`src/rtl/alu_pkg.sv`:
```
// Shared definitions for the ALU command sequencer: select groups, FSM states,
// default widths and the effective-B helper used for overflow detection.
package alu_pkg;

  localparam int DEFAULT_WIDTH   = 32;
  localparam int DEFAULT_SHAMT_W = 5;

  localparam logic [1:0] SEL_ARITH = 2'b00;
  localparam logic [1:0] SEL_LOGIC = 2'b01;
  localparam logic [1:0] SEL_SHR   = 2'b10;
  localparam logic [1:0] SEL_SHL   = 2'b11;

  typedef enum logic [1:0] {
    ST_IDLE = 2'd0,
    ST_EXEC = 2'd1,
    ST_RESP = 2'd2
  } state_e;

  // MSB of the ALU's effective B operand (0 / b / ~b / all-ones) for an arith sub-op.
  function automatic logic bvar_msb(input logic [1:0] sub_op, input logic b_msb);
    case (sub_op)
      2'b00:   return 1'b0;
      2'b01:   return b_msb;
      2'b10:   return ~b_msb;
      default: return 1'b1;
    endcase
  endfunction

endpackage

```
`src/rtl/alu_op_sequencer_if.sv`:
```
// Command, ALU-drive and response signals of alu_op_sequencer.
// rsp_ovf exists only when ALU_SEQ_OVF_EN is defined.
interface alu_op_sequencer_if
  import alu_pkg::*;
#(
  parameter int WIDTH   = DEFAULT_WIDTH,
  parameter int SHAMT_W = DEFAULT_SHAMT_W
);

  logic               cmd_valid;
  logic               cmd_ready;
  logic [3:0]         cmd_sel;
  logic [WIDTH-1:0]   cmd_a;
  logic [WIDTH-1:0]   cmd_b;
  logic               cmd_cin;
  logic [SHAMT_W-1:0] cmd_shamt;

  logic [WIDTH-1:0]   alu_a;
  logic [WIDTH-1:0]   alu_b;
  logic               alu_cin;
  logic [3:0]         alu_sel;
  logic [WIDTH-1:0]   alu_f;
  logic               alu_cout;

  logic               rsp_valid;
  logic               rsp_ready;
  logic [WIDTH-1:0]   rsp_f;
  logic               rsp_cout;
  logic               rsp_zero;
  logic               rsp_neg;
`ifdef ALU_SEQ_OVF_EN
  logic               rsp_ovf;
`endif

  modport slave (
    input  cmd_valid, cmd_sel, cmd_a, cmd_b, cmd_cin, cmd_shamt,
    input  alu_f, alu_cout, rsp_ready,
    output cmd_ready, alu_a, alu_b, alu_cin, alu_sel,
    output rsp_valid, rsp_f, rsp_cout, rsp_zero, rsp_neg
`ifdef ALU_SEQ_OVF_EN
    , output rsp_ovf
`endif
  );

  modport master (
    output cmd_valid, cmd_sel, cmd_a, cmd_b, cmd_cin, cmd_shamt,
    output alu_f, alu_cout, rsp_ready,
    input  cmd_ready, alu_a, alu_b, alu_cin, alu_sel,
    input  rsp_valid, rsp_f, rsp_cout, rsp_zero, rsp_neg
`ifdef ALU_SEQ_OVF_EN
    , input rsp_ovf
`endif
  );

endinterface

```
`src/rtl/alu_seq_flags.sv`:
```
// Zero/negative (and, with ALU_SEQ_OVF_EN, signed-overflow) flags for the value
// about to be captured into the response register.
module alu_seq_flags
  import alu_pkg::*;
#(
  parameter int WIDTH = DEFAULT_WIDTH
) (
  input  logic [WIDTH-1:0] f_i,
`ifdef ALU_SEQ_OVF_EN
  input  logic             a_msb_i,
  input  logic             bvar_msb_i,
  input  logic [1:0]       grp_i,
  output logic             ovf_o,
`endif
  output logic             zero_o,
  output logic             neg_o
);

  assign zero_o = (f_i == '0);
  assign neg_o  = f_i[WIDTH-1];

`ifdef ALU_SEQ_OVF_EN
  // Operands of equal sign producing a result of the other sign.
  assign ovf_o = (grp_i == SEL_ARITH) && (a_msb_i == bvar_msb_i) && (f_i[WIDTH-1] != a_msb_i);
`endif

endmodule

```
`src/rtl/alu_op_sequencer.sv`:
```
// Multi-cycle command sequencer driving an external combinational ALU; multi-bit
// shifts iterate the ALU's 1-bit shift. Optional feature macro: ALU_SEQ_OVF_EN.
module alu_op_sequencer
  import alu_pkg::*;
#(
  parameter int WIDTH   = DEFAULT_WIDTH,
  parameter int SHAMT_W = DEFAULT_SHAMT_W
) (
  input  logic               clk,
  input  logic               rst_n,
  alu_op_sequencer_if.slave  bus
);

  state_e             state_q, state_d;
  logic               ready_q;
  logic [WIDTH-1:0]   a_q, a_d;
  logic [WIDTH-1:0]   b_q, b_d;
  logic               cin_q, cin_d;
  logic [3:0]         sel_q, sel_d;
  logic [SHAMT_W-1:0] cnt_q, cnt_d;
  logic [WIDTH-1:0]   f_q, f_d;
  logic               cout_q, cout_d;
  logic               zero_q, neg_q;
  logic               zero_c, neg_c;
  logic               cap;
`ifdef ALU_SEQ_OVF_EN
  logic               ovf_c, ovf_q;
`endif

  // NOTE: every always_comb output gets a default first, so no path leaves one
  // unassigned and no latch is inferred.
  always_comb begin
    state_d = state_q;
    a_d     = a_q;
    b_d     = b_q;
    cin_d   = cin_q;
    sel_d   = sel_q;
    cnt_d   = cnt_q;
    f_d     = f_q;
    cout_d  = cout_q;
    cap     = 1'b0;

    case (state_q)
      ST_IDLE: begin
        if (ready_q && bus.cmd_valid) begin
          a_d     = bus.cmd_a;
          b_d     = bus.cmd_b;
          cin_d   = bus.cmd_cin;
          sel_d   = bus.cmd_sel;
          cnt_d   = bus.cmd_shamt;
          state_d = ST_EXEC;
        end
      end

      ST_EXEC: begin
        if (!sel_q[3]) begin
          f_d     = bus.alu_f;
          cout_d  = (sel_q[3:2] == SEL_ARITH) ? bus.alu_cout : 1'b0;
          cap     = 1'b1;
          state_d = ST_RESP;
        end else if (cnt_q == '0) begin
          f_d     = a_q;
          cout_d  = 1'b0;
          cap     = 1'b1;
          state_d = ST_RESP;
        end else begin
          // One ALU shift per cycle; the bit leaving alu_a becomes the carry.
          a_d    = bus.alu_f;
          cout_d = (sel_q[3:2] == SEL_SHR) ? a_q[0] : a_q[WIDTH-1];
          cnt_d  = cnt_q - SHAMT_W'(1);
          if (cnt_q == SHAMT_W'(1)) begin
            f_d     = bus.alu_f;
            cap     = 1'b1;
            state_d = ST_RESP;
          end
        end
      end

      ST_RESP: begin
        if (bus.rsp_ready) begin
          a_d     = '0;
          b_d     = '0;
          cin_d   = 1'b0;
          sel_d   = 4'b0000;
          state_d = ST_IDLE;
        end
      end

      default: state_d = ST_IDLE;
    endcase
  end

  alu_seq_flags #(.WIDTH(WIDTH)) u_flags (
    .f_i        (f_d),
`ifdef ALU_SEQ_OVF_EN
    .a_msb_i    (a_q[WIDTH-1]),
    .bvar_msb_i (bvar_msb(sel_q[1:0], b_q[WIDTH-1])),
    .grp_i      (sel_q[3:2]),
    .ovf_o      (ovf_c),
`endif
    .zero_o     (zero_c),
    .neg_o      (neg_c)
  );

  // NOTE: the datapath registers are reset as well as the FSM, because every
  // output (ALU drive and response) must read 0 while rst_n is low.
  always_ff @(posedge clk or negedge rst_n) begin
    if (!rst_n) begin
      state_q <= ST_IDLE;
      ready_q <= 1'b0;
      a_q     <= '0;
      b_q     <= '0;
      cin_q   <= 1'b0;
      sel_q   <= 4'b0000;
      cnt_q   <= '0;
      f_q     <= '0;
      cout_q  <= 1'b0;
      zero_q  <= 1'b0;
      neg_q   <= 1'b0;
    end else begin
      // NOTE: non-blocking assignments so every register samples pre-edge values.
      state_q <= state_d;
      ready_q <= (state_d == ST_IDLE);
      a_q     <= a_d;
      b_q     <= b_d;
      cin_q   <= cin_d;
      sel_q   <= sel_d;
      cnt_q   <= cnt_d;
      f_q     <= f_d;
      cout_q  <= cout_d;
      if (cap) begin
        zero_q <= zero_c;
        neg_q  <= neg_c;
      end
    end
  end

`ifdef ALU_SEQ_OVF_EN
  always_ff @(posedge clk or negedge rst_n) begin
    if (!rst_n) begin
      ovf_q <= 1'b0;
    end else if (cap) begin
      ovf_q <= ovf_c;
    end
  end

  assign bus.rsp_ovf = ovf_q;
`endif

  assign bus.cmd_ready = ready_q;
  assign bus.alu_a     = a_q;
  assign bus.alu_b     = b_q;
  assign bus.alu_cin   = cin_q;
  assign bus.alu_sel   = sel_q;
  assign bus.rsp_valid = (state_q == ST_RESP);
  assign bus.rsp_f     = f_q;
  assign bus.rsp_cout  = cout_q;
  assign bus.rsp_zero  = zero_q;
  assign bus.rsp_neg   = neg_q;

endmodule
```
`src/flat_wrapper.sv`:
```
// flat-port wrapper written by rule: the top's interface ports become plain ports
module alu_op_sequencer_flat import alu_pkg::*;
#(
  parameter int WIDTH   = DEFAULT_WIDTH,
  parameter int SHAMT_W = DEFAULT_SHAMT_W
)
  (clk, rst_n, bus_cmd_valid, bus_cmd_sel, bus_cmd_a, bus_cmd_b, bus_cmd_cin, bus_cmd_shamt, bus_alu_f, bus_alu_cout, bus_rsp_ready, bus_cmd_ready, bus_alu_a, bus_alu_b, bus_alu_cin, bus_alu_sel, bus_rsp_valid, bus_rsp_f, bus_rsp_cout, bus_rsp_zero, bus_rsp_neg);
  alu_op_sequencer_if #(.WIDTH(WIDTH), .SHAMT_W(SHAMT_W)) bus_i ();
  input  logic clk;
  input  logic rst_n;
  input wire logic [$bits(bus_i.cmd_valid)-1:0] bus_cmd_valid;
  input wire logic [$bits(bus_i.cmd_sel)-1:0] bus_cmd_sel;
  input wire logic [$bits(bus_i.cmd_a)-1:0] bus_cmd_a;
  input wire logic [$bits(bus_i.cmd_b)-1:0] bus_cmd_b;
  input wire logic [$bits(bus_i.cmd_cin)-1:0] bus_cmd_cin;
  input wire logic [$bits(bus_i.cmd_shamt)-1:0] bus_cmd_shamt;
  input wire logic [$bits(bus_i.alu_f)-1:0] bus_alu_f;
  input wire logic [$bits(bus_i.alu_cout)-1:0] bus_alu_cout;
  input wire logic [$bits(bus_i.rsp_ready)-1:0] bus_rsp_ready;
  output wire logic [$bits(bus_i.cmd_ready)-1:0] bus_cmd_ready;
  output wire logic [$bits(bus_i.alu_a)-1:0] bus_alu_a;
  output wire logic [$bits(bus_i.alu_b)-1:0] bus_alu_b;
  output wire logic [$bits(bus_i.alu_cin)-1:0] bus_alu_cin;
  output wire logic [$bits(bus_i.alu_sel)-1:0] bus_alu_sel;
  output wire logic [$bits(bus_i.rsp_valid)-1:0] bus_rsp_valid;
  output wire logic [$bits(bus_i.rsp_f)-1:0] bus_rsp_f;
  output wire logic [$bits(bus_i.rsp_cout)-1:0] bus_rsp_cout;
  output wire logic [$bits(bus_i.rsp_zero)-1:0] bus_rsp_zero;
  output wire logic [$bits(bus_i.rsp_neg)-1:0] bus_rsp_neg;
  assign bus_i.cmd_valid = bus_cmd_valid;
  assign bus_i.cmd_sel = bus_cmd_sel;
  assign bus_i.cmd_a = bus_cmd_a;
  assign bus_i.cmd_b = bus_cmd_b;
  assign bus_i.cmd_cin = bus_cmd_cin;
  assign bus_i.cmd_shamt = bus_cmd_shamt;
  assign bus_i.alu_f = bus_alu_f;
  assign bus_i.alu_cout = bus_alu_cout;
  assign bus_i.rsp_ready = bus_rsp_ready;
  assign bus_cmd_ready = bus_i.cmd_ready;
  assign bus_alu_a = bus_i.alu_a;
  assign bus_alu_b = bus_i.alu_b;
  assign bus_alu_cin = bus_i.alu_cin;
  assign bus_alu_sel = bus_i.alu_sel;
  assign bus_rsp_valid = bus_i.rsp_valid;
  assign bus_rsp_f = bus_i.rsp_f;
  assign bus_rsp_cout = bus_i.rsp_cout;
  assign bus_rsp_zero = bus_i.rsp_zero;
  assign bus_rsp_neg = bus_i.rsp_neg;
  alu_op_sequencer #(.WIDTH(WIDTH), .SHAMT_W(SHAMT_W)) u_core (.clk(clk), .rst_n(rst_n), .bus(bus_i));
endmodule
```
`config.mk`:
```
export PLATFORM = sky130hd
export DESIGN_NAME = alu_op_sequencer_flat
export DESIGN_NICKNAME = d
export VERILOG_FILES = /design/src/rtl/alu_pkg.sv /design/src/rtl/alu_op_sequencer_if.sv /design/src/rtl/alu_seq_flags.sv /design/src/rtl/alu_op_sequencer.sv /design/src/flat_wrapper.sv
export SDC_FILE = /design/constraint.sdc
export NUM_CORES = 1
export LEC_CHECK = 0
export BUFFER_PORTS_ARGS = -buffer_cell sky130_fd_sc_hd__buf_2
export CAP_MARGIN = 20
export CORE_MARGIN = 2
export CORE_UTILIZATION = 38
export DETAILED_ROUTE_END_ITERATION = 10
export GPL_TIMING_DRIVEN = 1
export HOLD_SLACK_MARGIN = 0.06
export PLACE_DENSITY = 0.65
export SYNTH_ARGS = -nofsm -noshare
export SYNTH_HDL_FRONTEND = slang
export SYNTH_SLANG_ARGS = --single-unit
```
`constraint.sdc`:
```
create_clock -name clk -period 2.7 [get_ports clk]
set_clock_uncertainty 0.15 [all_clocks]
set_input_delay 0.405 -clock clk [delete_from_list [all_inputs] [get_ports clk]]
set_output_delay 0.405 -clock clk [all_outputs]
set_load 0.01 [all_outputs]
```
Word-level counts from Yosys, hierarchy flattened:

Index checks and enable logic that the tools add are counted.

* bits in registers: 112
* input bits: 111
* output and inout bits: 106
* word-level logic and storage cells: 67

* $add $sub $neg: 1
* eq/ne operators: 8
* multiplexer cells: 35
* reductions and logical operators: 12

Operator list (number)
* two-way mux 32 bit: 9
* case mux 32 bit (3 select lines): 1
* case mux 32 bit (2 select lines): 1
* logical NOT 32 bit: 1
* two-way mux 5 bit: 3
* two-way mux 1 bit: 10
* two-way mux 2 bit: 5
* case mux 5 bit (2 select lines): 1
* two-way mux 4 bit: 2
* case mux 4 bit (2 select lines): 1
* logical NOT 2 bit: 3
* case mux 2 bit (3 select lines): 1
* equality test 5 x 1 -> 1 bit, second input constant: 1
* logical NOT 5 bit: 1
* AND reduction 5 bit: 1
* subtractor 5 x 1 -> 5 bit, second input constant: 1
* equality test 2 bit, second input constant: 2
* != test 2 x 1 -> 1 bit, second input constant: 2
* != test 2 bit, second input constant: 2
* AND reduction 4 bit: 1
* nonzero test 2 bit: 2
* AND reduction 3 bit: 1
* nonzero test 3 bit: 1
* equality test 2 x 1 -> 1 bit, second input constant: 1
* 2 further kinds: 2

Longest topological paths before layout:

Gate-level depths: netlist of run 1.

* depth after elaboration: 6
* gate-level depth with buffers: 10
* depth with buffers taken out: 8

Hierarchy:

From an unflattened synthesis of run 1, not the netlist that was laid out.

* cells, all modules: 498
* area total of the unflattened synthesis: 5208.7 µm²

Modules (own cells, without submodules)
* alu_op_sequencer: instances 1, cells an instance 486, area an instance 5128.7 µm², sequential area each 2802.7 µm²
* alu_seq_flags: instances 1, cells an instance 12, area an instance 80.1 µm², sequential area each 0.0 µm²

Least setup slack after synthesis of run 1:

Ideal clock, no wire load.

* path type: flip-flop to flip-flop
* start point: register u_core.state_q[1]
* end point: register u_core.zero_q (netlist: u_core.bus.rsp_zero)
* library setup time: 76 ps
* arrival time: 2032 ps
* path slack: 441 ps
* cell stages (with the launch flop): 11
* clock period less this slack: 2259 ps
* cell sequence: dfrtp_1 -> inv_1 -> ha_1 -> buf_1 -> inv_2 -> o32ai_4 -> buf_4 -> a221o_1 -> nor4_1 -> nand4_1 -> o21ai_1

* cells in the longest elaborated chain, start to end: 3
* elaborated cells between the ends (all ways): 4

Ends and longest elaborated chain
* from (decl): line alu_op_sequencer.sv:14 `state_e state_q, state_d;`
* from (signal assigned): line alu_op_sequencer.sv:122 `state_q <= state_d;`
* equality test 2 x 1 -> 1 bit: line alu_op_sequencer.sv:43 `case (state_q)`
* two-way mux 32 bit: line alu_op_sequencer.sv:43
* via u_core.f_d[23]: line alu_op_sequencer.sv:21 `logic [WIDTH-1:0] f_q, f_d;`
* logical NOT 32 bit: line alu_seq_flags.sv:19 `assign zero_o = (f_i == '0);`
* to (signal assigned): line alu_op_sequencer.sv:132 `zero_q <= zero_c;`
* to (decl): line alu_op_sequencer.sv:23 `logic zero_q, neg_q;`

The timed path passes the listed nets, and every way through them passes these cells.
A chain may end at the register's enable or synchronous reset.

Final worst setup path of run 1:

* start point: register u_core.cnt_q[0]
* end point: register u_core.zero_q (netlist: u_core.bus.rsp_zero)

* cells in the longest elaborated chain, start to end: 6
* elaborated cells between the ends (all ways): 11

Ends and longest elaborated chain
* from (decl): line alu_op_sequencer.sv:20 `logic [SHAMT_W-1:0] cnt_q, cnt_d;`
* from (signal assigned): line alu_op_sequencer.sv:128 `cnt_q <= cnt_d;`
* equality test 5 x 1 -> 1 bit: line alu_op_sequencer.sv:71 `if (cnt_q == SHAMT_W'(1)) begin`
* two-way mux 32 bit: line alu_op_sequencer.sv:71
* two-way mux 32 bit *: line alu_op_sequencer.sv:61 `end else if (cnt_q == '0) begin`
* two-way mux 32 bit *: line alu_op_sequencer.sv:56 `if (!sel_q[3]) begin`
* two-way mux 32 bit *: line alu_op_sequencer.sv:43
* via u_core.f_d[10]: line alu_op_sequencer.sv:21
* logical NOT 32 bit *: line alu_seq_flags.sv:19

The timed path passes the listed nets; every way through them passes the cells marked *.

==> results, run 1 <==
- The final period demand of the worst path is between 2000 and 3000 ps.
- The number of nets with antenna violations after routing is 0.
- The setup total negative slack is 0 ps.
- The cell count after synthesis is roughly 550.
- The routability congestion estimate is 0.8399.
- In the post-route analysis, the smallest setup slack over all paths is between 150 and 200 ps.
- For this run the aggregate overflow at the end of global routing stands at 0.
- The H-tree depth is 3.
- The buffer levels on the longest clock path is 2.
- Summing the areas of all and, or, nand and nor instances in the mapped netlist gives 21.59% of the synthesized area.
- On the critical path, the stage with the largest delay is an instance of sky130_fd_sc_hd__dfrtp_1.
- Setup violations remaining at the end of the flow were counted as 0.
- From synthesis to final layout, the design area changed by 32.72%.
- The final-report max-slew violation count is 0.
- TritonCTS built the clock tree.
- The wire-length estimate of the detail-placed layout is 11,730 um.
- The met3 track demand over resource in global routing is 7.528%.
- Of the cells placed in the final design, the portion with a size suffix greater than 1 is between 30 and 40%.
- The insertion delay to the later sink of the worst-skew pair is ~360 ps.
- Across all hold checks on the routed design, the worst slack comes to between 100 and 150 ps.
- In this run, synthesis inferred 0 flip-flops with an integrated enable.
- The floorplan step defined a die boundary enclosing between 0.015 and 0.02 mm^2.
- The mapped netlist covers between 0.005 and 0.006 mm^2.
- The number of antenna violations at the first check in global routing is 0.
- The number of global-route vias before repair was 4,603.
- The final hold violation count is 0.
- The kind of launch point of the worst setup path is a flop.
- The launch point of the worst hold path is bus_cmd_b[14].
- The Yosys step of the flow raised 0 warnings.
- Setup repair after global routing left no endpoint under its margin.
- The post-synthesis sequential area ratio is around 52%.
- Among all cell types in the netlist, the one instantiated most often is sky130_fd_sc_hd__dfrtp_1.
- The library cell occupying the most area in the post-synthesis netlist is sky130_fd_sc_hd__dfrtp_1.
- The class of the tightest hold or removal check is in2reg.
- Pin placement for this block handled about 220 I/O pins.
- The combinational family with the most area after synthesis is simple AND/OR/NAND/NOR gates.
- Global routing used 20.74% of the available tracks.
- The start point of the critical path is u_core.cnt_q[0]$_DFFE_PN0P_.
- The floorplan die height is 122.6 um.
- The worst setup path is of the reg2reg kind.
- The post-placement setup slack is between 15 and 20 ps.
- Data on the critical path is required at its endpoint by 2840 ps.
- The number of cell rows is 43.
- The portion of the clock cycle consumed by the worst path in the final layout is 94.29%.
- The synthesized netlist devotes between 10% and 20% of its cell area to compound gates.
- The fraction of registers with async set/reset is 100.0%.
- The power per unit of standard cell area is 1311 mW/mm^2.
- The number of remaining DRC errors is 0.
- The leakage power is 0.003537 uW.
- The met1 capacity usage during global routing is 27.17%.
- Buffers inserted during clock tree synthesis total 9.
- The run finished with clean final reports.
- For this configuration, the core starts out at a cell density of 38.64%.
- The net count of the finished layout is 877.
- The tree is rooted in a sky130_fd_sc_hd__clkbuf_16.
- Summing the areas of all fa, ha and maj instances in the mapped netlist gives 1.639% of the synthesized area.
- After the first detailed-routing iteration, the DRC count stood at 320.
- The total via count in the routed design is 4,931.
- The synthesized netlist devotes 0% of its cell area to XOR and XNOR gates.
- Dividing the detail-routed wire length by the instance count gives 16.53 um.
- In this run the horizontal extent of the chip is 122.6 um.
- Derived from the worst setup path, the maximum achievable clock frequency is 392.8 MHz.
- In this run the worst path has a maximum fanout of 17.
- The number of inserted diodes is 0.
- During placement, the flow inserted port buffers numbering 216.
- Counting every sink on the clock net gives 112.
- The pin count of the biggest net entering global routing is 52.
- The most frequently used flop master after synthesis is sky130_fd_sc_hd__dfrtp_1.
- In this run the most used layer during global routing was met2.
- The first global-routing pass estimated between 20,000 and 25,000 um of wire.
- The measured slew at the worst slew-check pin is a little under 600 ps.
- Ranked by instance count, the synthesized netlist is headed by sky130_fd_sc_hd__dfrtp_1, sky130_fd_sc_hd__a21oi_1, sky130_fd_sc_hd__nand2_1, sky130_fd_sc_hd__o21ai_0.
- The top-area cell type share of the netlist area is 52.46%.
- In the routed layout, each cell is associated on average with a via count of 5.224.
- The kind of capture point of the worst setup path is a flop.
- The worst-case headroom to the max-slew limit is 61.18%.
- The net count after synthesis is 667.
- The number of different library cells used by synthesis comes to 47.
- The register clock-pin slew on the reported worst setup and hold paths is 80 ps.
- The reg-to-reg critical path startpoint is u_core.cnt_q[0]$_DFFE_PN0P_.
- The first detailed-routing pass took 5 iterations.
- The region available for standard cell placement spans 0.01383 mm^2.
- Walking the worst path, the cells encountered are inv_1 -> ha_1 -> o21a_2 -> a21oi_4 -> a221o_1 -> nor4_1 -> nand4_1 -> o21ai_1.
- Of the post-synthesis cell area, the part taken by muxes is 0.9368%.
- The total detailed-routing wirelength is 15,610 um.
- IR analysis of the VDD net gives a maximum drop of 0.0006099 V.
- On the worst path, the slowest cell contributes a delay of 420 ps.
- The per-instance average area after synthesis is 9.732 um^2.
- After synthesis the netlist holds a flip-flop and latch count of 112.
- For met2 alone, demand over resource in global routing was 33.02%.
- The worst path arrival time is about 2700 ps.
- The reported max-cap violation count is 0.
- Sorting the synthesized cells by area gives the leading types as sky130_fd_sc_hd__dfrtp_1, sky130_fd_sc_hd__a21oi_1, sky130_fd_sc_hd__a221o_1, sky130_fd_sc_hd__nand2b_1, sky130_fd_sc_hd__o21ai_0.
[sequential cells by signal, summed over array words and instances (netlist names)]
register,cells
u_core.bus.rsp_zero,1
u_core.bus.cmd_ready,1
u_core.bus.alu_a,32
u_core.bus.rsp_cout,1
u_core.bus.rsp_neg,1
u_core.bus.rsp_f,32
u_core.bus.alu_b,32
u_core.cnt_q,5
u_core.bus.alu_cin,1
u_core.bus.alu_sel,4
u_core.state_q,2
[kinds of logic (layout without fill, tap and decap cells)]
group,Yosys count,in the layout
buffers and inverters,46,260
flip-flops,112,112
adder cells (fa/ha/maj),7,7
multiplexers,5,5
AO/OA/AOI/OAI,162,163
AND/OR/NAND/NOR,217,217
[metal layers]
metal  wire length, um  vias up
met5                 0        -
met1              6580     2331
met3              1612       10
met2              7283      223
met4               131        0
li1                  -     2367
[worst max-delay path: cells and delay by family (launching register included)]
| family | cells | cell delay, ps |
|---|---|---|
| AO/OA/AOI/OAI | 4 | 980 |
| AND/OR/NAND/NOR | 2 | 500 |
| adder cells (fa/ha/maj) | 1 | 300 |
| buffers and inverters | 1 | 110 |
| flip-flops | 1 | 420 |
[power breakdown]
group          internal [uW]  switching [uW]  total (uW)  leakage (uW)
Sequential              2530             653        3180       0.00136
Combinational           1990            2730        4720       0.00203
Clock                    738             653        1390      0.000149
Total                   5260            4040        9300       0.00354
[cell usage in the layout (no fill, tap or decap), types with 2 or more instances in the layout]
| cell | n |
|---|---|
| sky130_fd_sc_hd__a21oi_1 | 67 |
| sky130_fd_sc_hd__clkbuf_16 | 9 |
| sky130_fd_sc_hd__o21ai_1 | 2 |
| sky130_fd_sc_hd__nor4_1 | 3 |
| sky130_fd_sc_hd__nor2_1 | 39 |
| sky130_fd_sc_hd__mux2i_1 | 5 |
| sky130_fd_sc_hd__ha_1 | 7 |
| sky130_fd_sc_hd__buf_2 | 215 |
| sky130_fd_sc_hd__a211oi_1 | 2 |
| sky130_fd_sc_hd__o21ai_0 | 43 |
| sky130_fd_sc_hd__buf_4 | 17 |
| sky130_fd_sc_hd__o22ai_1 | 2 |
| sky130_fd_sc_hd__clkinv_4 | 2 |
| sky130_fd_sc_hd__nor3_1 | 3 |
| sky130_fd_sc_hd__nand4_1 | 2 |
| sky130_fd_sc_hd__inv_6 | 2 |
| sky130_fd_sc_hd__nand2b_1 | 39 |
| sky130_fd_sc_hd__a21oi_4 | 2 |
| sky130_fd_sc_hd__and3_1 | 29 |
| sky130_fd_sc_hd__a221o_1 | 30 |
| sky130_fd_sc_hd__nand3_1 | 6 |
| sky130_fd_sc_hd__nor2b_1 | 31 |
| sky130_fd_sc_hd__and2_1 | 6 |
| sky130_fd_sc_hd__inv_1 | 6 |
| sky130_fd_sc_hd__nand2_1 | 48 |
| sky130_fd_sc_hd__buf_12 | 4 |
| sky130_fd_sc_hd__dfrtp_1 | 112 |
| sky130_fd_sc_hd__nor4_2 | 4 |
[cell type report]
| class | count | area, um^2 |
|---|---|---|
| clock buffers | 9 | 225.2 |
| repair buffers | 237 | 1294 |
| well taps | 180 | 225.2 |
| flip-flops and latches | 112 | 2803 |
| fillers | 1275 | 6736 |
| inverters | 7 | 26.28 |
| multi-input cells | 392 | 2429 |
| clock inverters | 7 | 88.84 |
[per-stage QoR]
| stage | instance area (um^2) | power (uW) | util, % | std cells |
|---|---|---|---|---|
| floorplan | 5343 | 5967 | - | 549 |
| global placement | 6715 | 7717 | 48.57 | 926 |
| detailed placement | 6715 | 7874 | 48.57 | 926 |
| CTS | 7039 | 9293 | 50.91 | 943 |
| global route | 7091 | 10090 | 51.28 | 944 |
| finish | 7091 | 9296 | 51.28 | 944 |
[final timing paths]
check                      slack [ps]                               end  cells after the start
setup / recovery                  150   u_core.bus.rsp_zero$_DFFE_PN0P_                      8
hold / removal                    150  u_core.bus.alu_b[14]$_DFFE_PN0P_                      3
setup reg to reg                  150   u_core.bus.rsp_zero$_DFFE_PN0P_                      8
hold reg to reg                   330  u_core.bus.alu_b[17]$_DFFE_PN0P_                      2
max in group asynchronous        1290  u_core.bus.alu_b[17]$_DFFE_PN0P_                      3
min in group asynchronous         430  u_core.bus.alu_a[22]$_DFFE_PN0P_                      2
[what timing repair did]
action,4_1_cts,5_1_grt
endpoints found under the hold margin,41,0
setup endpoints to repair,0,1
buffers inserted,0,0
gates resized for setup,0,9
hold buffers,1,0
Power figures use the tool's default switching activity.
==> inputs of run 2 (changes only) <==
Clock period 2.7 ns to 2.35 ns, I/O delays scaled along.
==> results, run 2 (same netlist as run 1, synthesis figures left out) <==
- The final reports fail on setup timing.
- In the post-route analysis, the smallest setup slack over all paths is -10.99 ps.
- The worst hold path belongs to the class in2reg.
- The starting utilization of the core area is 38.64%.
- The number of remaining DRC errors is 0.
- In this run, CTS created clock tree buffers numbering 9.
- The endpoint of the worst hold path is u_core.bus.alu_b[18]$_DFFE_PN0P_.
- The worst setup path is launched from a flop.
- The die covers 0.01502 mm^2.
- The reported max-cap violation count is 0.
- The launch point of the worst hold path is bus_cmd_b[18].
- The number of antenna violations at the first check in global routing is 0.
- The number of DRC violations after detailed-routing iteration 0 is 341.
- The CTS tree is built.
- The tree is rooted in a sky130_fd_sc_hd__clkbuf_16.
- The flow ran to the end, but the final reports show violations.
- With fillers left out, the area of the finished cells amounts to 0.007452 mm^2.
- The worst path arrival time is 2490 ps.
- The global route total overflow is 0.
- The fraction of layout instances using a drive strength above 1 is 41.13%.
- The leakage power is roughly 0.0037 uW.
- The worst path required time is 2480 ps.
- The floorplan die height is between 100 and 150 um.
- In the routed layout, each cell is associated on average with a via count of 5.214.
- The area growth from synthesis to layout is 39.48%.
- The final hold violation count is 0.
- In this run the cell area measured after placement is 0.006945 mm^2.
- The post-route total power is 11,160 uW.
- The maximum frequency from static timing analysis is 423.6 MHz.
- The pin count of the biggest net entering global routing is 57.
- The number of inserted diodes is 0.
- The critical path start-end classification is reg2reg.
- The die span in x is between 100 and 150 um.
- At the end of routability-driven placement, the weighted congestion stood at 0.8483.
- The initialized floorplan defines 43 standard-cell rows.
- The post-placement setup slack is -205.4 ps.
- The final-report max-slew violation count is 0.
- Global routing used 22.16% of the available tracks across all layers.
- The number of nets in the layout is a little over 900.
- The first global-routing pass estimated 25,430 um of wire.
- In this run the critical register-to-register path is captured at u_core.bus.rsp_zero$_DFFE_PN0P_.
- Setup repair after global routing could not meet its margin everywhere.
- Setup slack on the worst reg-to-reg path comes out at -10 ps.
- In the final routed layout, each cell accounts on average for approximately 17 um.
- Subtracting the final worst setup slack from the clock period gives 2361 ps.
- In this run, placement finished with an instance count of 950.
- STA classifies the critical path endpoint as a flop.
- After clock tree synthesis, the clock-pin slew on the worst setup and hold paths is 70 ps.
- The non-filler instance count after layout is 975.
- The area of the placeable core is 0.01383 mm^2.
- The power per unit of standard cell area is around 1500 mW/mm^2.
- The insertion delay to the later sink of the worst-skew pair is 350 ps.
- The clock passes through at most 2 buffers.
- For this design the top-level I/O count stands at 217.
- The half-perimeter wire length after placement is 12,170 um.
- The sink count of the clock tree is 112.
- The startpoint identified for the worst register-to-register timing path is u_core.state_q[1]$_DFF_PN0_.
- The cell depth of the worst min-delay path is 3.
- In this run the tool buffered the top-level ports with 216 buffer cells.
- The maximum fanout count along the critical path is 15.
- The total detailed-routing wirelength is 16,420 um.
- The library cells used most frequently in the layout, excluding fill and tap cells, are sky130_fd_sc_hd__buf_2, sky130_fd_sc_hd__dfrtp_1, sky130_fd_sc_hd__a21oi_1, sky130_fd_sc_hd__nand2_1, sky130_fd_sc_hd__o21ai_0.
- The final route contains 5,084 vias.
- The peak ir drop on the vdd network is between 0.0005 and 0.0006 V.
- Setup violations remaining at the end of the flow were counted as 1.
- The number of nets with antenna violations after routing is 0.
- The worst register-to-register path has a depth of 10.
- The most common cell after layout, fill and taps aside is sky130_fd_sc_hd__buf_2.
- In the final timing run, aggregate negative setup slack is -10.99 ps.
- The number of global-route vias before repair is 4,940.
- The first detailed-routing pass ran for 4 iterations.
- The H-tree depth is 3.
- The measured slew at the worst slew-check pin is a little under 700 ps.
- After layout, the worst path uses 100.5% of the clock period.
- The worst-case headroom to the max-slew limit is 54.45%.
==> run 2: cell count changes in the layout (fill, tap and decap cells not counted), sizes merged <==
cell      previous run  this run
clkbuf               9        12
clkinvlp             1         2
bufinv               1         0
buf                236       268
inv                  9         7
clkinv               3         1
==> run 2: metal layers <==
metal	wire length, um	vias to the layer above	GRT usage [%]
met3	1609	11	7.342
met5	0	-	0
met2	7897	226	36.53
li1	-	2419	-
met4	171	0	6.537
met1	6743	2428	27.73
==> run 2: where the power goes <==
group	internal (uW)	leakage (uW)	total [uW]	switching [uW]
clock network	714	0.000119	1400	687
logic	2730	0.00221	6100	3370
registers	2910	0.00136	3660	755
total	6350	0.00369	11200	4820
==> run 2: stage by stage <==
stage | hold slack (ps) | util (%)
4_1_cts | 85.68 | 53.15
5_1_grt | 93.89 | 53.90
6_report | 94.49 | 53.90
3_3_place_gp | 192.3 | 50.23
2_1_floorplan | -93.09 | -
3_5_place_dp | 201.4 | 50.23
==> run 2: what timing repair did <==
action | CTS | global route
hold endpoints to repair | 35 | 0
pin swaps | 10 | 5
resized for setup | 23 | 25
setup endpoints to repair | 1 | 37
buffers inserted | 2 | 3
hold buffers | 1 | 0
gates cloned | 3 | 1
==> run 2: worst max path at each step <==
stage	slack [ps]	end	depth (start not counted)	from
2_1_floorplan	90	u_core.bus.rsp_zero$_DFFE_PN0P_	10	u_core.state_q[1]$_DFF_PN0_
3_3_place_gp	-50	u_core.bus.rsp_zero$_DFFE_PN0P_	10	u_core.state_q[1]$_DFF_PN0_
3_5_place_dp	-210	u_core.bus.rsp_zero$_DFFE_PN0P_	9	u_core.state_q[1]$_DFF_PN0_
4_1_cts	-3	u_core.bus.rsp_zero$_DFFE_PN0P_	10	u_core.cnt_q[0]$_DFFE_PN0P_
5_1_grt	-110	u_core.bus.rsp_zero$_DFFE_PN0P_	10	u_core.cnt_q[0]$_DFFE_PN0P_
6_report	-10	u_core.bus.rsp_zero$_DFFE_PN0P_	10	u_core.state_q[1]$_DFF_PN0_
==> run 2: layout make-up <==
cell class / instances / area (um^2)
multi-input combinational: 392 / 2527
clock buffer: 12 / 236.5
fill: 1235 / 6375
sequential: 112 / 2803
tap: 180 / 225.2
inverter: 7 / 26.28
timing repair buffer: 269 / 1614
clock inverter: 3 / 20.02
==> run 2: critical path, cell delays in order (launching register included) <==
cell and delay, ps:
sky130_fd_sc_hd__dfrtp_1 370, sky130_fd_sc_hd__inv_2 70, sky130_fd_sc_hd__ha_4 170, sky130_fd_sc_hd__buf_4 130, sky130_fd_sc_hd__and2_4 160, sky130_fd_sc_hd__buf_12 150, sky130_fd_sc_hd__and3_1 170, sky130_fd_sc_hd__a221o_1 300
sky130_fd_sc_hd__nor4_2 310, sky130_fd_sc_hd__nand4_1 140, sky130_fd_sc_hd__o21ai_1 160
==> inputs of run 3 (changes only) <==
Settings changed: CAP_MARGIN 20 to unset, CELL_PAD_IN_SITES_DETAIL_PLACEMENT set to 0, CELL_PAD_IN_SITES_GLOBAL_PLACEMENT set to 2, CORE_UTILIZATION 38 to 28, CTS_CLUSTER_DIAMETER set to 30, PLACE_DENSITY 0.65 to unset, PLACE_DENSITY_LB_ADDON set to 0.1.
==> results, run 3 (same netlist as run 1, synthesis figures left out) <==
- The global-route wire length before repair is approximately 28,000 um.
- The number of antenna violations at the first check in global routing is 1.
- The analysis attributes to cell leakage a power of between 0.003 and 0.004 uW.
- From bottom edge to top edge, the die measures 142.1 um.
- The run finished, with violations left.
- The count of nets left with antenna violations once routing finished came out at 0.
- Final hold analysis gives a worst-case slack of ~91 ps.
- The multi-input combinational cells in the finished layout cover a total of between 0.002 and 0.0025 mm^2.
- The share of power burned in the clock network is 13.9%.
- The depth of the worst register-to-register path is 10.
- Across all register-to-register paths, the minimum setup slack is -60 ps.
- Dividing the detail-routed wire length by the instance count gives 18.25 um.
- The area of the placeable core is 0.01871 mm^2.
- The first detailed-routing pass took 4 iterations.
- The number of cell rows is 50.
- The HPWL after detailed placement is 13,460 um.
- Among cell families on the critical path, the largest total delay comes from simple AND/OR/NAND/NOR gates.
- In the post-route analysis, the smallest setup slack over all paths is -57.92 ps.
- The analysis attributes to net switching a power of about 5000 uW.
- The number of remaining DRC errors is 0.
- The setup total negative slack is -57.92 ps.
- The H-tree depth is 3.
- The number of setup violations in the final report is 1.
- The global route total overflow is 0.
- During placement, the flow inserted port buffers numbering around 220.
- The switching part of the total is between 40% and 50%.
- The share of total power in sequential cells is 31.0%.
- CTS placed an instance of sky130_fd_sc_hd__clkbuf_16 at the clock tree root.
- In the layout the commonest cells are sky130_fd_sc_hd__buf_2, sky130_fd_sc_hd__dfrtp_1, sky130_fd_sc_hd__a21oi_1, sky130_fd_sc_hd__buf_4, sky130_fd_sc_hd__nand2_1.
- For this block, the initial DRC count from the detailed router was 210.
- Traced cell by cell, the critical path runs through ha_4 -> buf_6 -> and2_4 -> buf_12 -> and3_4 -> a221o_1 -> nor4_2 -> buf_4 -> nand4_1 -> o21ai_1.
- In this run the horizontal extent of the chip is 142.1 um.
- The number of buffers created by CTS is 9.
- Timing would allow up to between 400 and 500 MHz.
- The area of the die is around 0.020 mm^2.
- The most critical setup path has its startpoint at u_core.state_q[0]$_DFF_PN0_.
- The final reports fail on setup timing.
- The area growth from synthesis to layout is 42.90%.
- The placed cell area is 0.007093 mm^2.
- The worst path buffer plus inverter count is 3.
- The worst hold path begins at bus_cmd_b[17].
- Cells with a size suffix above 1 make up 40.84% of the layout.
- The worst setup path is captured at a flop.
- The path with the worst hold slack has its endpoint at u_core.bus.alu_b[17]$_DFFE_PN0P_.
- During I/O placement, the number of pins put on the boundary was 217.
- Along the worst path, the maximum fanout reaches 9.
- Among all stages on the critical path, the largest delay is contributed by sky130_fd_sc_hd__dfrtp_1.
- The register clock-pin slew on the reported worst setup and hold paths is 80 ps.
- After the last flow step, the layout net total stands at 922.
- The measured slew at the worst slew-check pin is 524.0 ps.
- The sink count of the clock tree is 112.
- The number of global-route vias before repair is 5,148.
- The final hold violation count is 0.
- For this configuration, the core starts out at a cell density of 28.56%.
- The worst register-to-register path ends at u_core.bus.rsp_zero$_DFFE_PN0P_.
- In the global route stage, overall resource usage came out at ~18%.
- Setup repair after global routing could not meet its margin everywhere.
- The portion of the clock cycle consumed by the worst path in the final layout is 102.5%.
- The filler cell count is approximately 1,900.
- The final cell area excluding filler cells is 0.007635 mm^2.
- TritonCTS built the clock tree.
- The insertion delay to the later sink of the worst-skew pair is 360 ps.
- Entering global routing, the biggest net connects 65 pins.
- The number of inserted diodes is 0.
- The design internal power is 6649 uW.
- The routability congestion estimate is between 0.7 and 0.8.
- The part of the total power dissipated in combinational logic is roughly 55%.
- The critical path in this run is classified as reg2reg.
- The worst path required time is 2480 ps.
- STA classifies the critical path startpoint as a flop.
- Leaving out fill and tap cells, the most frequent cell in the layout is sky130_fd_sc_hd__buf_2.
- The path class of the tightest hold or removal check is in2reg.
- Timing analysis after detailed placement gives a worst setup slack of -203.3 ps.
- For this block, the routed nets add up to 19,010 um of wire.
- Data on the critical path arrives at its endpoint at approximately 2500 ps.
- Headroom to the max-slew limit came out at 65.07%.
- IR analysis of the VDD net gives a maximum drop of roughly 0.00048 V.
- The reg-to-reg critical path startpoint is u_core.state_q[0]$_DFF_PN0_.
- The via count normalized by instance count is just under 5.
- The reported max-cap violation count is 0.
- Counting I/O delays and the setup requirement, the final critical path takes 2408 ps.
- The final-report max-slew violation count is 0.
- The detailed router placed approximately 5,000 vias in this run.
- The power per unit of standard cell area is approximately 1500 mW/mm^2.
- On the worst path, the slowest cell contributes a delay of a little over 400 ps.
- The cell depth of the worst min-delay path is 3.
- The register area is 0.002803 mm^2.
- The buffer levels on the longest clock path is 2.
## run 3: cell types whose count changed in the layout (fill, tap and decap cells not counted), sizes merged
cell      change
clkinvlp      -1
clkinv        +1
buf          +12
clkbuf        -1
inv           +1
bufinv        +1
## run 3: power groups by stage
stage / Sequential (uW) / Combinational (uW) / Clock, uW
2_1_floorplan: 3880 / 2980 / 0
3_3_place_gp: 3660 / 5820 / 0
3_5_place_dp: 3640 / 5930 / 0
4_1_cts: 3630 / 6090 / 1680
5_1_grt: 3740 / 7110 / 1750
6_report: 3620 / 6430 / 1620
## run 3: worst max-delay path by stage
stage,end,slack [ps],depth (start not counted)
floorplan,u_core.bus.rsp_zero$_DFFE_PN0P_,90,10
finish,u_core.bus.rsp_zero$_DFFE_PN0P_,-60,10
CTS,u_core.bus.rsp_zero$_DFFE_PN0P_,-20,9
global route,u_core.bus.rsp_zero$_DFFE_PN0P_,-170,10
global placement,u_core.bus.rsp_zero$_DFFE_PN0P_,-130,10
detailed placement,u_core.bus.rsp_zero$_DFFE_PN0P_,-200,9
## run 3: timing repair
| action | in CTS | in global routing |
|---|---|---|
| setup endpoints to repair | 1 | 61 |
| endpoints found under the hold margin | 35 | 0 |
| cloned | 1 | 2 |
| resized for setup | 14 | 19 |
| setup buffers | 3 | 7 |
| pin swaps | 6 | 7 |
| hold buffers | 1 | 0 |
## run 3: per-layer routing
layer  up-vias  track usage, %  wire length, um  share of wire [%]
li1       2449               -                -                  -
met5         -               0               13              0.068
met4         2           6.053              328                1.7
met2       170           29.19             8965                 47
met3        21           5.081             1360                7.2
met1      2421           23.02             8345                 44
## run 3: metrics by stage
step           power [uW]  utilization (%)  std cells
6_report            11670            40.82       1042
5_1_grt             12610            40.82       1042
4_1_cts             11400            40.09       1033
3_5_place_dp         9575            37.92       1013
3_3_place_gp         9477            37.92       1013
2_1_floorplan        6856                -        549
## run 3: worst reg2reg max path, delay by kind of cell, from the launching register on
family / cells / cell delay (ps)
compound gates: 2 / 430
buf+inv: 3 / 410
simple gates: 4 / 740
flops: 1 / 410
fa+ha+maj: 1 / 190
## run 3: layout make-up
cell class	instances	area share, %
well taps	234	3.835
multi-input cells	392	32.50
inverters	7	0.3441
flip-flops and latches	112	36.71
repair buffers	282	22.62
clock inverters	5	0.8686
clock buffers	10	3.130
